[config.mk]
export PLATFORM = sky130hd
export DESIGN_NAME = video_sync_gen
export DESIGN_NICKNAME = d
export VERILOG_FILES = /design/src/rtl/video_timing_pkg.sv /design/src/rtl/video_axis_counter.sv /design/src/rtl/video_sync_gen.sv
export SDC_FILE = /design/constraint.sdc
export NUM_CORES = 1
export LEC_CHECK = 0
export CORE_UTILIZATION = 45
export DETAILED_ROUTE_END_ITERATION = 12
export GPL_ROUTABILITY_DRIVEN = 0
export PLACE_DENSITY = 0.89
export SYNTH_ARGS = -nofsm -noshare
export SYNTH_HDL_FRONTEND = slang
export SYNTH_SLANG_ARGS = --single-unit
[constraint.sdc]
create_clock -name clkvideo -period 1.8 [get_ports clkvideo]
set_input_delay 0.27 -clock clkvideo [delete_from_list [all_inputs] [get_ports clkvideo]]
set_output_delay 0.27 -clock clkvideo [all_outputs]
set_load 0.05 [all_outputs]
[src/rtl/video_timing_pkg.sv]
// Shared timing constants for the 15 kHz arcade raster generator.
// Default values describe the standard arcade mode; widths are shared by all files.
package video_timing_pkg;

    localparam int CNT_W = 9;
    localparam int CMP_W = 10;
    localparam int RGB_W = 6;

    localparam int DEFAULT_H_TOTAL      = 384;
    localparam int DEFAULT_H_ACTIVE     = 256;
    localparam int DEFAULT_H_SYNC_START = 288;
    localparam int DEFAULT_H_SYNC_LEN   = 32;

    localparam int DEFAULT_V_TOTAL      = 264;
    localparam int DEFAULT_V_ACTIVE     = 224;
    localparam int DEFAULT_V_SYNC_START = 240;
    localparam int DEFAULT_V_SYNC_LEN   = 3;

    // Lowest hsync start that keeps sync out of the scandoubler's line-length window.
    localparam int MIN_H_SYNC_START = 128;

endpackage

[src/rtl/video_axis_counter.sv]
// One raster axis: a wrapping position counter plus blank/sync decodes of the
// current position, used once for pixels within a line and once for lines.
module video_axis_counter
    import video_timing_pkg::*;
#(
    parameter int TOTAL      = DEFAULT_H_TOTAL,
    parameter int ACTIVE     = DEFAULT_H_ACTIVE,
    parameter int SYNC_START = DEFAULT_H_SYNC_START,
    parameter int SYNC_LEN   = DEFAULT_H_SYNC_LEN
) (
    input  logic             clkvideo,
    input  logic             rst_n,
    input  logic             advance,
    output logic [CNT_W-1:0] count,
    output logic             wrap,
    output logic             blank_next,
    output logic             sync_next
);

    generate
        if (!((ACTIVE <= SYNC_START) && (SYNC_START + SYNC_LEN <= TOTAL) &&
              (TOTAL <= 512) && (SYNC_LEN >= 1) && (ACTIVE >= 1))) begin : g_bad_axis_params
            $error("video_axis_counter: inconsistent axis timing parameters");
        end
    endgenerate

    localparam logic [CMP_W-1:0] L_LAST       = CMP_W'(TOTAL - 1);
    localparam logic [CMP_W-1:0] L_ACTIVE     = CMP_W'(ACTIVE);
    localparam logic [CMP_W-1:0] L_SYNC_START = CMP_W'(SYNC_START);
    localparam logic [CMP_W-1:0] L_SYNC_END   = CMP_W'(SYNC_START + SYNC_LEN);

    logic [CNT_W-1:0] r_count;
    logic [CMP_W-1:0] w_count_ext;

    // Compare in one extra bit so SYNC_START+SYNC_LEN == TOTAL cannot overflow.
    assign w_count_ext = {1'b0, r_count};
    assign wrap        = (w_count_ext == L_LAST);
    assign blank_next  = (w_count_ext >= L_ACTIVE);
    assign sync_next   = (w_count_ext >= L_SYNC_START) && (w_count_ext < L_SYNC_END);
    assign count       = r_count;

    // Position counter: wraps to zero after the last position of the axis.
    always_ff @(posedge clkvideo or negedge rst_n) begin
        if (!rst_n) begin
            r_count <= {CNT_W{1'b0}};
        end else if (advance) begin
            r_count <= wrap ? {CNT_W{1'b0}} : (r_count + CNT_W'(1));
        end else begin
            r_count <= r_count;
        end
    end

endmodule

[src/rtl/video_sync_gen.sv]
// Raster timing generator: pixel coordinates for the core, and a one-pixel-delayed
// output stage with blanked RGB, separate syncs and serrated composite sync.
module video_sync_gen
    import video_timing_pkg::*;
#(
    parameter int H_TOTAL      = DEFAULT_H_TOTAL,
    parameter int H_ACTIVE     = DEFAULT_H_ACTIVE,
    parameter int H_SYNC_START = DEFAULT_H_SYNC_START,
    parameter int H_SYNC_LEN   = DEFAULT_H_SYNC_LEN,
    parameter int V_TOTAL      = DEFAULT_V_TOTAL,
    parameter int V_ACTIVE     = DEFAULT_V_ACTIVE,
    parameter int V_SYNC_START = DEFAULT_V_SYNC_START,
    parameter int V_SYNC_LEN   = DEFAULT_V_SYNC_LEN
) (
    input  logic             clkvideo,
    input  logic             rst_n,
    input  logic             ce_pix,
    input  logic [RGB_W-1:0] ri_core,
    input  logic [RGB_W-1:0] gi_core,
    input  logic [RGB_W-1:0] bi_core,
    output logic [CNT_W-1:0] hcount,
    output logic [CNT_W-1:0] vcount,
    output logic             hblank,
    output logic             vblank,
    output logic [RGB_W-1:0] ro,
    output logic [RGB_W-1:0] go,
    output logic [RGB_W-1:0] bo,
    output logic             hsync_n,
    output logic             vsync_n,
    output logic             csync_n,
    output logic             frame_start
);

    generate
        if (H_SYNC_START < MIN_H_SYNC_START) begin : g_bad_hsync_position
            $error("video_sync_gen: H_SYNC_START too early for downstream line measurement");
        end
    endgenerate

    logic             w_h_wrap;
    logic             w_h_blank_next;
    logic             w_h_sync_next;
    logic             w_v_wrap;
    logic             w_v_blank_next;
    logic             w_v_sync_next;
    logic             w_v_advance;
    logic             w_blank;
    logic [RGB_W-1:0] w_ro_next;
    logic [RGB_W-1:0] w_go_next;
    logic [RGB_W-1:0] w_bo_next;

    logic             r_hblank;
    logic             r_vblank;
    logic [RGB_W-1:0] r_ro;
    logic [RGB_W-1:0] r_go;
    logic [RGB_W-1:0] r_bo;
    logic             r_hsync_n;
    logic             r_vsync_n;
    logic             r_csync_n;
    logic             r_frame_start;

    assign w_v_advance = ce_pix & w_h_wrap;

    video_axis_counter #(
        .TOTAL      (H_TOTAL),
        .ACTIVE     (H_ACTIVE),
        .SYNC_START (H_SYNC_START),
        .SYNC_LEN   (H_SYNC_LEN)
    ) u_h_axis (
        .clkvideo   (clkvideo),
        .rst_n      (rst_n),
        .advance    (ce_pix),
        .count      (hcount),
        .wrap       (w_h_wrap),
        .blank_next (w_h_blank_next),
        .sync_next  (w_h_sync_next)
    );

    video_axis_counter #(
        .TOTAL      (V_TOTAL),
        .ACTIVE     (V_ACTIVE),
        .SYNC_START (V_SYNC_START),
        .SYNC_LEN   (V_SYNC_LEN)
    ) u_v_axis (
        .clkvideo   (clkvideo),
        .rst_n      (rst_n),
        .advance    (w_v_advance),
        .count      (vcount),
        .wrap       (w_v_wrap),
        .blank_next (w_v_blank_next),
        .sync_next  (w_v_sync_next)
    );

    // Blank the core colour outside the visible window.
    always_comb begin
        w_blank   = w_h_blank_next | w_v_blank_next;
        w_ro_next = ri_core;
        w_go_next = gi_core;
        w_bo_next = bi_core;
        if (w_blank) begin
            w_ro_next = {RGB_W{1'b0}};
            w_go_next = {RGB_W{1'b0}};
            w_bo_next = {RGB_W{1'b0}};
        end else begin
            w_ro_next = ri_core;
            w_go_next = gi_core;
            w_bo_next = bi_core;
        end
    end

    // Output stage: csync_n = hsync_n XNOR vsync_n, which inverts hsync during vsync lines.
    always_ff @(posedge clkvideo or negedge rst_n) begin
        if (!rst_n) begin
            r_hblank      <= 1'b1;
            r_vblank      <= 1'b1;
            r_ro          <= {RGB_W{1'b0}};
            r_go          <= {RGB_W{1'b0}};
            r_bo          <= {RGB_W{1'b0}};
            r_hsync_n     <= 1'b1;
            r_vsync_n     <= 1'b1;
            r_csync_n     <= 1'b1;
            r_frame_start <= 1'b0;
        end else if (ce_pix) begin
            r_hblank      <= w_h_blank_next;
            r_vblank      <= w_v_blank_next;
            r_ro          <= w_ro_next;
            r_go          <= w_go_next;
            r_bo          <= w_bo_next;
            r_hsync_n     <= ~w_h_sync_next;
            r_vsync_n     <= ~w_v_sync_next;
            r_csync_n     <= ~(w_h_sync_next ^ w_v_sync_next);
            r_frame_start <= w_h_wrap & w_v_wrap;
        end else begin
            r_frame_start <= 1'b0;
        end
    end

    assign hblank      = r_hblank;
    assign vblank      = r_vblank;
    assign ro          = r_ro;
    assign go          = r_go;
    assign bo          = r_bo;
    assign hsync_n     = r_hsync_n;
    assign vsync_n     = r_vsync_n;
    assign csync_n     = r_csync_n;
    assign frame_start = r_frame_start;

endmodule

Word level (Yosys, flattened, before mapping). Index checks and enable logic that the tools add are counted.

Muxes and demuxes: 6. $add $sub $neg: 2. Shift operators: 0. $lt $le $gt $ge: 6. Div/mod/pow operators: 0. Equal/unequal tests: 2. Multipliers: 0. Reductions and logical operators: 2. Bitwise logic cells: 7.

Operator list (number): $add 9x1->9 const B (2); $eq 9x9->1 const B (2); $ge 9x8->1 const B (2); $ge 9x9->1 const B (2); $mux 6 (3); $mux 9 (2); $lt 9x8->1 const B (1); $lt 9x9->1 const B (1); $not 1->1 (3); $and 1x1->1 (2); $logic_and 1x1->1 (2); $mux 1 (1); $or 1x1->1 (1); $xor 1x1->1 (1).

Output and inout port bits: 42. Bits in read-only memories: 0. Word-level logic and storage cells: 36. Register bits after elaboration: 42. Bits in writable memories: 0. Memories kept: 0. Input bits: 21. Bits in latches: 0.

Depth between registers and ports, before layout. Gate-level depths: netlist of run 1.

Depth after elaboration: 4. Mapped depth: 7. Mapped depth without buffers: 5.

Hierarchy. Synthesis of run 1 repeated with hierarchy kept, for this count alone.

Cell total of the unflattened synthesis: 190. Area, all modules: 2038.2 um^2.

Modules (own cells, without submodules): video_sync_gen (area an instance 1062.3 um^2, times used 1, cells an instance 96, sequential area each 606.8 um^2); video_axis_counter (u_v_axis) (area an instance 493.0 um^2, times used 1, cells an instance 47, sequential area each 225.2 um^2); video_axis_counter (u_h_axis) (area an instance 483.0 um^2, times used 1, cells an instance 47, sequential area each 225.2 um^2).

Least setup slack after synthesis of run 1. No wires, ideal clock.

Path type: reg2reg. Start: reg u_h_axis.r_count[0], in the netlist u_h_axis.count[0]. End: reg u_v_axis.r_count[5], in the netlist u_v_axis.count[5]. Path slack: -21 ps. Required time: 1656 ps. Data arrival time: 1677 ps. Cell stages (with the launch flop): 8. Path buffers: 2. Library setup time: 144 ps. Clock period less this slack: 1821 ps. Path through: dfrtp_1 > ha_1 > and3_1 > and4_1 > buf_6 > buf_6 > nand2_4 > xnor2_1.

Cells in the longest elaborated chain, start to end: 2.

RTL lines: start: declaration (line video_axis_counter.sv:32) `logic [CNT_W-1:0] r_count;`; start signal: assignment (line video_axis_counter.sv:45) `r_count <= {CNT_W{1'b0}};`; start signal: assignment (line video_axis_counter.sv:47) `r_count <= wrap ? {CNT_W{1'b0}} : (r_count + CNT_W'(1));`; start signal: assignment (line video_axis_counter.sv:49) `r_count <= r_count;`; $eq 9x9->1 (line video_axis_counter.sv:37) `assign wrap = (w_count_ext == L_LAST);`; $and 1x1->1 (line video_sync_gen.sv:62) `assign w_v_advance = ce_pix & w_h_wrap;`; end signal: assignment (line video_axis_counter.sv:45); end signal: assignment (line video_axis_counter.sv:47); end signal: assignment (line video_axis_counter.sv:49); end: declaration (line video_axis_counter.sv:32).

No other way between the ends. A chain may end at the register's enable or synchronous reset.

Final worst setup path of run 1.
Start: reg r_bo[2], in the netlist bo[2]. End: out bo[2].

RTL lines: start: declaration (line video_sync_gen.sv:56) `logic [RGB_W-1:0] r_bo;`; start signal: assignment (line video_sync_gen.sv:118) `r_bo <= {RGB_W{1'b0}};`; start signal: assignment (line video_sync_gen.sv:128) `r_bo <= w_bo_next;`; end: declaration (line video_sync_gen.sv:27) `output logic [RGB_W-1:0] bo,`.

No word-level cell between the ends.

==> results of run 1 <==
-- cell usage after synthesis (all sizes together) --
master | n | area (sq um)
and2 | 4 | 26.28
o21ai | 24 | 120.1
nor2 | 9 | 33.78
mux2 | 3 | 33.78
dfrtp | 37 | 925.9
xnor2 | 9 | 78.83
nand2 | 27 | 108.9
nor4b | 3 | 41.29
inv | 24 | 90.09
nand4 | 5 | 31.28
or4b | 1 | 10.01
buf | 6 | 50.04
dfstp | 5 | 131.4
a21oi | 4 | 20.02
or3 | 1 | 6.260
nor2b | 1 | 6.260
o211ai | 1 | 7.510
nand3 | 7 | 35.03
xor2 | 4 | 35.03
and3 | 5 | 36.28
clkbuf | 1 | 3.750
and3b | 1 | 8.760
ha | 4 | 50.05
and4 | 1 | 8.760
-- through the flow --
step | utilization | total power, uW | setup slack [ns] | instance area (sq um) | std cells
after floorplan | - | 1480 | 0.006783 | 1901 | 187
after global placement | 0.6286 | 1688 | 0.09191 | 2532 | 299
after detailed placement | 0.6286 | 1691 | 0.03090 | 2532 | 299
after CTS | 0.6599 | 2457 | 0.03176 | 2659 | 308
after global routing | 0.6599 | 2550 | 0.01524 | 2659 | 308
final | 0.6599 | 2432 | 0.04259 | 2659 | 308
-- cell usage in the layout, fill, tap and decap left out --
cell type	instances
dfrtp_1	36
dlygate4sd3_1	1
and2_1	3
or3_1	1
nand2_4	1
inv_1	24
nor2b_1	1
nor2_1	9
buf_12	1
nand4_1	5
xnor2_1	9
ha_1	4
and3_1	4
and4_1	1
and2_2	1
clkdlybuf4s50_1	38
nor4b_4	1
buf_2	1
nand3_1	7
mux2_2	3
dfstp_2	5
clkbuf_1	1
nor4b_1	2
bufinv_16	1
or4b_1	1
xor2_1	4
dfrtp_2	1
buf_4	29
a21oi_1	4
and3_4	1
nand2_1	26
and3b_1	1
clkbuf_8	6
o211ai_1	1
o21ai_0	24
-- layout make-up --
cell class	count	area share
timing repair buffer	70	0.2381
clock buffer	7	0.03247
clock inverter	1	0.01129
tap	50	0.02353
sequential	42	0.3981
multi-input combinational	114	0.2626
inverter	24	0.03388
-- what timing repair did --
| action | in CTS | in global routing |
|---|---|---|
| setup buffers | 0 | 0 |
| endpoints found under the hold margin | 17 | 0 |
| hold buffers | 1 | 0 |
| setup endpoints to repair | 0 | 0 |
-- metal layers --
layer / share of wire / global-route usage / wire length (um) / vias to the layer above
li1: - / - / - / 746
met1: 0.44 / 0.2434 / 1786 / 729
met2: 0.48 / 0.3207 / 1928 / 52
met3: 0.058 / 0.05137 / 235 / 7
met4: 0.017 / 0.09043 / 68 / 0
met5: 0 / 0 / 0 / -
-- kinds of logic after synthesis --
| group | Yosys count | synth area share |
|---|---|---|
| buffers and inverters | 31 | 0.07575 |
| muxes | 3 | 0.01779 |
| adders and majority gates | 4 | 0.02635 |
| and+or+nand+nor | 65 | 0.1858 |
| DFF | 42 | 0.5567 |
| xor gates and xnor gates | 13 | 0.05995 |
| AOI/OAI and AO/OA | 29 | 0.07774 |
-- state kept, by name, indices dropped and copies added (netlist names) --
register / flops
ro: 6
csync_n: 1
go: 6
u_h_axis.count: 9
vsync_n: 1
vblank: 1
hsync_n: 1
u_v_axis.count: 9
frame_start: 1
bo: 6
hblank: 1
-- power by group --
| part | switching, uW | internal (uW) | leakage [uW] | total, uW |
|---|---|---|---|---|
| registers | 81.6 | 1010 | 0.000537 | 1100 |
| clock network | 304 | 452 | 0.0000585 | 756 |
| logic | 377 | 203 | 0.000588 | 580 |
| total | 762 | 1670 | 0.00118 | 2430 |
-- worst max path at each step --
stage          slack (ns)                 to         startpoint
6_report             0.04              bo[2]              bo[2]
5_1_grt              0.02              bo[2]              bo[2]
4_1_cts              0.03              bo[2]              bo[2]
3_5_place_dp         0.03  u_v_axis.count[6]             ce_pix
3_3_place_gp         0.09  u_v_axis.count[7]             ce_pix
2_1_floorplan       0.007  u_v_axis.count[5]  u_h_axis.count[1]
==> qor.yml, run 1 <==
drive_gt1_frac: 0.1977
cp.arrival_ns: 1.49
path_buf_inv: 1
grt_pass1_vias: 1472
route.detailed.drc: 0
clk_path_buf_depth: 2
vias_per_cell: 4.981
first_pass_iters: 5
synth-seq-cells: 42
r2r_start: "u_h_axis.count[0]"
status: "complete, no violations"
max_cap_violations: 0
die_w_um: 66.97
skew_ns: 0.002038
clock_insertion_delay_worst_skew_ns: 0.29
drt_wl_total_um: 4019
dp_hpwl_um: 2926
ioPinCount: 63
power_density_nw_per_um2: 914.6
min_path_type: "primary input to asynchronous set/reset pin"
ys_seq_area_frac: 0.5567
synthCells: 187
leakage_uw: 0.001183
numCtsBuffers: 5
crit_cells: 1
crit_path_max_fanout: 2
wl_per_cell_um: 13.05
totalNegativeSetupSlack_ns: 0
die-area_sq_um: 4484
maxSlewViolCount: 0
start_util: 0.4714
ys_types: 31
finalCriticalPeriod_ns: 1.757
fin_nets: 282
cts.sinks: 42
ir_drop_v: 0.0004355
syn_area_sq_um: 1899
cpMaxStageDelayCell: "clkdlybuf4s50_1"
cts_resized: 0
relSlewSlack: 0.6556
crit_chain: "clkdlybuf4s50_1"
max_stage_delay_ns: 0.83
grt_overflow: 0
hold_viol: 0
diodes: 0
crit_required_ns: 1.53
fin_crit_sh: 0.9763
rr_worst_depth: 6
fmax_ghz: 0.5690
antenna_found_initial: 0
multi_input_area_sq_um: 698.2
num_rows: 23
yosys_warnings: 0
clockRootBuffer: "clkbuf_8"
holdWs_ns: 0.4708
register_area_sq_um: 1059
track_usage: 0.1974
worst_setup_path_start_kind: "flop"
rsz0062_at_grt: "no"
fillCellCount: 336
cp_top_family: "buffers and inverters"
h-tree-depth: 2
clk_pin_slew_worst_paths_ns: 0.07
grt_pass1_wl_um: 6458
port_buffers: 62
worst_pin_slew_ns: 0.5150
syn-num-nets: 212
syn_area_per_cell_sq_um: 10.16
vias: 1534
cts_tree: "built"
core_sq_um: 4029
reg2reg_to: "u_v_axis.count[6]"
drt_iter0_markers: 58
crit_path_end_kind: "output port"
antenna_left: 0
syn_to_final_growth_pct: 39.99
die_height_um: 66.97
worstSetupPathType: "flop to output port"
setup.reg_to_reg.worst_slack_ns: 0.18
finalSetupViolations: 0
grt_max_degree: 22
Note: power is estimated with default switching activity, not from simulation.
==> run 2: changes to the inputs <==
--- a/config.mk
+++ b/config.mk
@@ -5,6 +5,7 @@
 export SDC_FILE = /design/constraint.sdc
 export NUM_CORES = 1
 export LEC_CHECK = 0
+export CORE_ASPECT_RATIO = 1.75
 export CORE_UTILIZATION = 45
 export DETAILED_ROUTE_END_ITERATION = 12
 export GPL_ROUTABILITY_DRIVEN = 0
==> run 2 against run 1 <==
  * Cell count shrank 0.32%
  * Clock power rose by 0.8%
  * Non-clock buffer count grew 1
  * Total power up 1.7%
  * Combinational power up 3.6%
  * Via count shrank 0.20%
  * Worst hold slack improved by 0.0046 ns
  * Register-to-register slack about the same
  * Critical path depth did not move
==> qor.yml, run 2 (synthesis gave the netlist of run 1 again) <==
status: "complete, no violations"  # unchanged
grt_pass1_wl_um: 6879  # was 6458 um
clk_path_buf_depth: 2  # unchanged
grt_pass1_vias: 1516  # was 1472
ioPinCount: 63  # unchanged
mostFrequentLayoutCells: "clkdlybuf4s50_1, dfrtp_1, buf_4"  # unchanged
vias: 1531  # was 1534
cts.sinks: 42  # unchanged
crit_path_end_kind: "output port"  # unchanged
cts_resized: 0  # unchanged
diodes: 0  # unchanged
num_rows: 30  # was 23
power_density_nw_per_um2: 923.7  # was 914.6 nW/um^2
finalCriticalPeriod_ns: 1.743  # was 1.757 ns
clock_insertion_delay_worst_skew_ns: 0.29  # about the same
port_buffers: 62  # unchanged
die_height_um: 87.95  # was 66.97 um
drt_iter0_markers: 33  # was 58
ctsHoldBuffers: 1  # unchanged
fmax_ghz: 0.5738  # was 0.5690 GHz
h-tree-depth: 2  # unchanged
cts_tree: "built"  # unchanged
crit_chain: "clkdlybuf4s50_1"  # unchanged
leakage_uw: 0.001194  # was 0.001183 uW
start_util: 0.4819  # was 0.4714
drt_wl_total_um: 4090  # was 4019 um
max_stage_delay_ns: 0.81  # was 0.83 ns
syn_to_final_growth_pct: 40.91  # was 39.99%
preCtsSetupSlack_ns: 0.04093  # was 0.03090 ns
clk_pin_slew_worst_paths_ns: 0.08  # was 0.07 ns
route.detailed.drc: 0  # unchanged
hold_viol: 0  # unchanged
maxSlewViolCount: 0  # unchanged
antenna_found_initial: 0  # unchanged
first_pass_iters: 4  # was 5
min_path_type: "primary input to asynchronous set/reset pin"  # unchanged
die_w_um: 51.11  # was 66.97 um
antenna_left: 0  # unchanged
drive_gt1_frac: 0.2008  # was 0.1977
worstSetupPathType: "flop to output port"  # unchanged
totalNegativeSetupSlack_ns: 0  # unchanged
dp_hpwl_um: 2998  # was 2926 um
track_usage: 0.2044  # was 0.1974
ir_drop_v: 0.0007249  # was 0.0004355 V
cts_setup_buffers: 0  # unchanged
path_buf_inv: 1  # unchanged
fin_nets: 283  # was 282
die-area_sq_um: 4495  # was 4484 sq um
grt_overflow: 0  # unchanged
cp_top_family: "buffers and inverters"  # unchanged
final_common_cell: "clkdlybuf4s50_1"  # unchanged
grt_max_degree: 43  # was 22
cp.arrival_ns: 1.47  # was 1.49 ns
wl_per_cell_um: 13.32  # was 13.05 um
finalSetupViolations: 0  # unchanged
cpMaxStageDelayCell: "clkdlybuf4s50_1"  # unchanged
crit_required_ns: 1.53  # about the same
fin_crit_sh: 0.9682  # was 0.9763
worst_setup_path_start_kind: "flop"  # unchanged
numCtsBuffers: 5  # unchanged
vias_per_cell: 4.987  # was 4.981
worst_pin_slew_ns: 0.5115  # was 0.5150 ns
crit_path_max_fanout: 2  # unchanged
fin_ws_ns: 0.05724  # was 0.04259 ns
rsz0062_at_grt: "no"  # unchanged
relSlewSlack: 0.6579  # was 0.6556
max_cap_violations: 0  # unchanged
skew_ns: 0.007351  # was 0.002038 ns
core_sq_um: 3941  # was 4029 sq um
clockRootBuffer: "clkbuf_8"  # unchanged
[run 2: routing by layer]
layer | vias to the layer above | share of wire | global-route usage
li1 | 744 | - | -
met1 | 729 | 0.40 | 0.2358
met2 | 49 | 0.52 | 0.3577
met3 | 9 | 0.052 | 0.04340
met4 | 0 | 0.021 | 0.08838
met5 | - | 0 | 0
[run 2: worst reg2reg max path, cell delays in order (launching register included)]
cell and delay [ns]:
dfrtp_2 0.41, ha_1 0.21, and3_1 0.21, and4_1 0.20
buf_4 0.20, nand4_1 0.13, xnor2_1 0.15
[run 2: area by class of cell]
class	count	area [sq um]
fill	320	1265
multi-input combinational	114	698.2
clock buffer	7	86.33
tap	48	60.06
sequential	42	1059
clock inverter	1	30.03
timing repair buffer	71	653.1
inverter	24	90.09
[run 2: final timing paths]
kind | start | end | slack (ns) | cells after the start
worst max-delay path | go[3] | go[3] | 0.06 | 1
worst min-delay path | rst_n | u_v_axis.count[0] | 0.48 | 3
worst max register to register | u_h_axis.count[0] | u_v_axis.count[6] | 0.17 | 6
worst min register to register | hsync_n | hsync_n | 0.49 | 2
max in group asynchronous | rst_n | hblank | 1.07 | 3
min in group clkvideo | hsync_n | hsync_n | 0.49 | 2
[run 2: through the flow]
stage	area (sq um)	std cells	utilization	power [uW]	hold slack [ns]
global route	2676	307	0.6790	2564	0.5124
finish	2676	307	0.6790	2472	0.4754
CTS	2676	307	0.6790	2491	0.4786
floorplan	1901	187	-	1480	-0.02559
global placement	2550	298	0.6470	1704	0.2559
detailed placement	2550	298	0.6470	1717	0.2625
[run 2: report_power, final]
part / leakage (uW) / internal [uW] / switching, uW
Sequential: 0.000537 / 1010 / 95.0
Clock: 0.0000585 / 452 / 310
Combinational: 0.000599 / 215 / 386
Total: 0.00119 / 1680 / 791
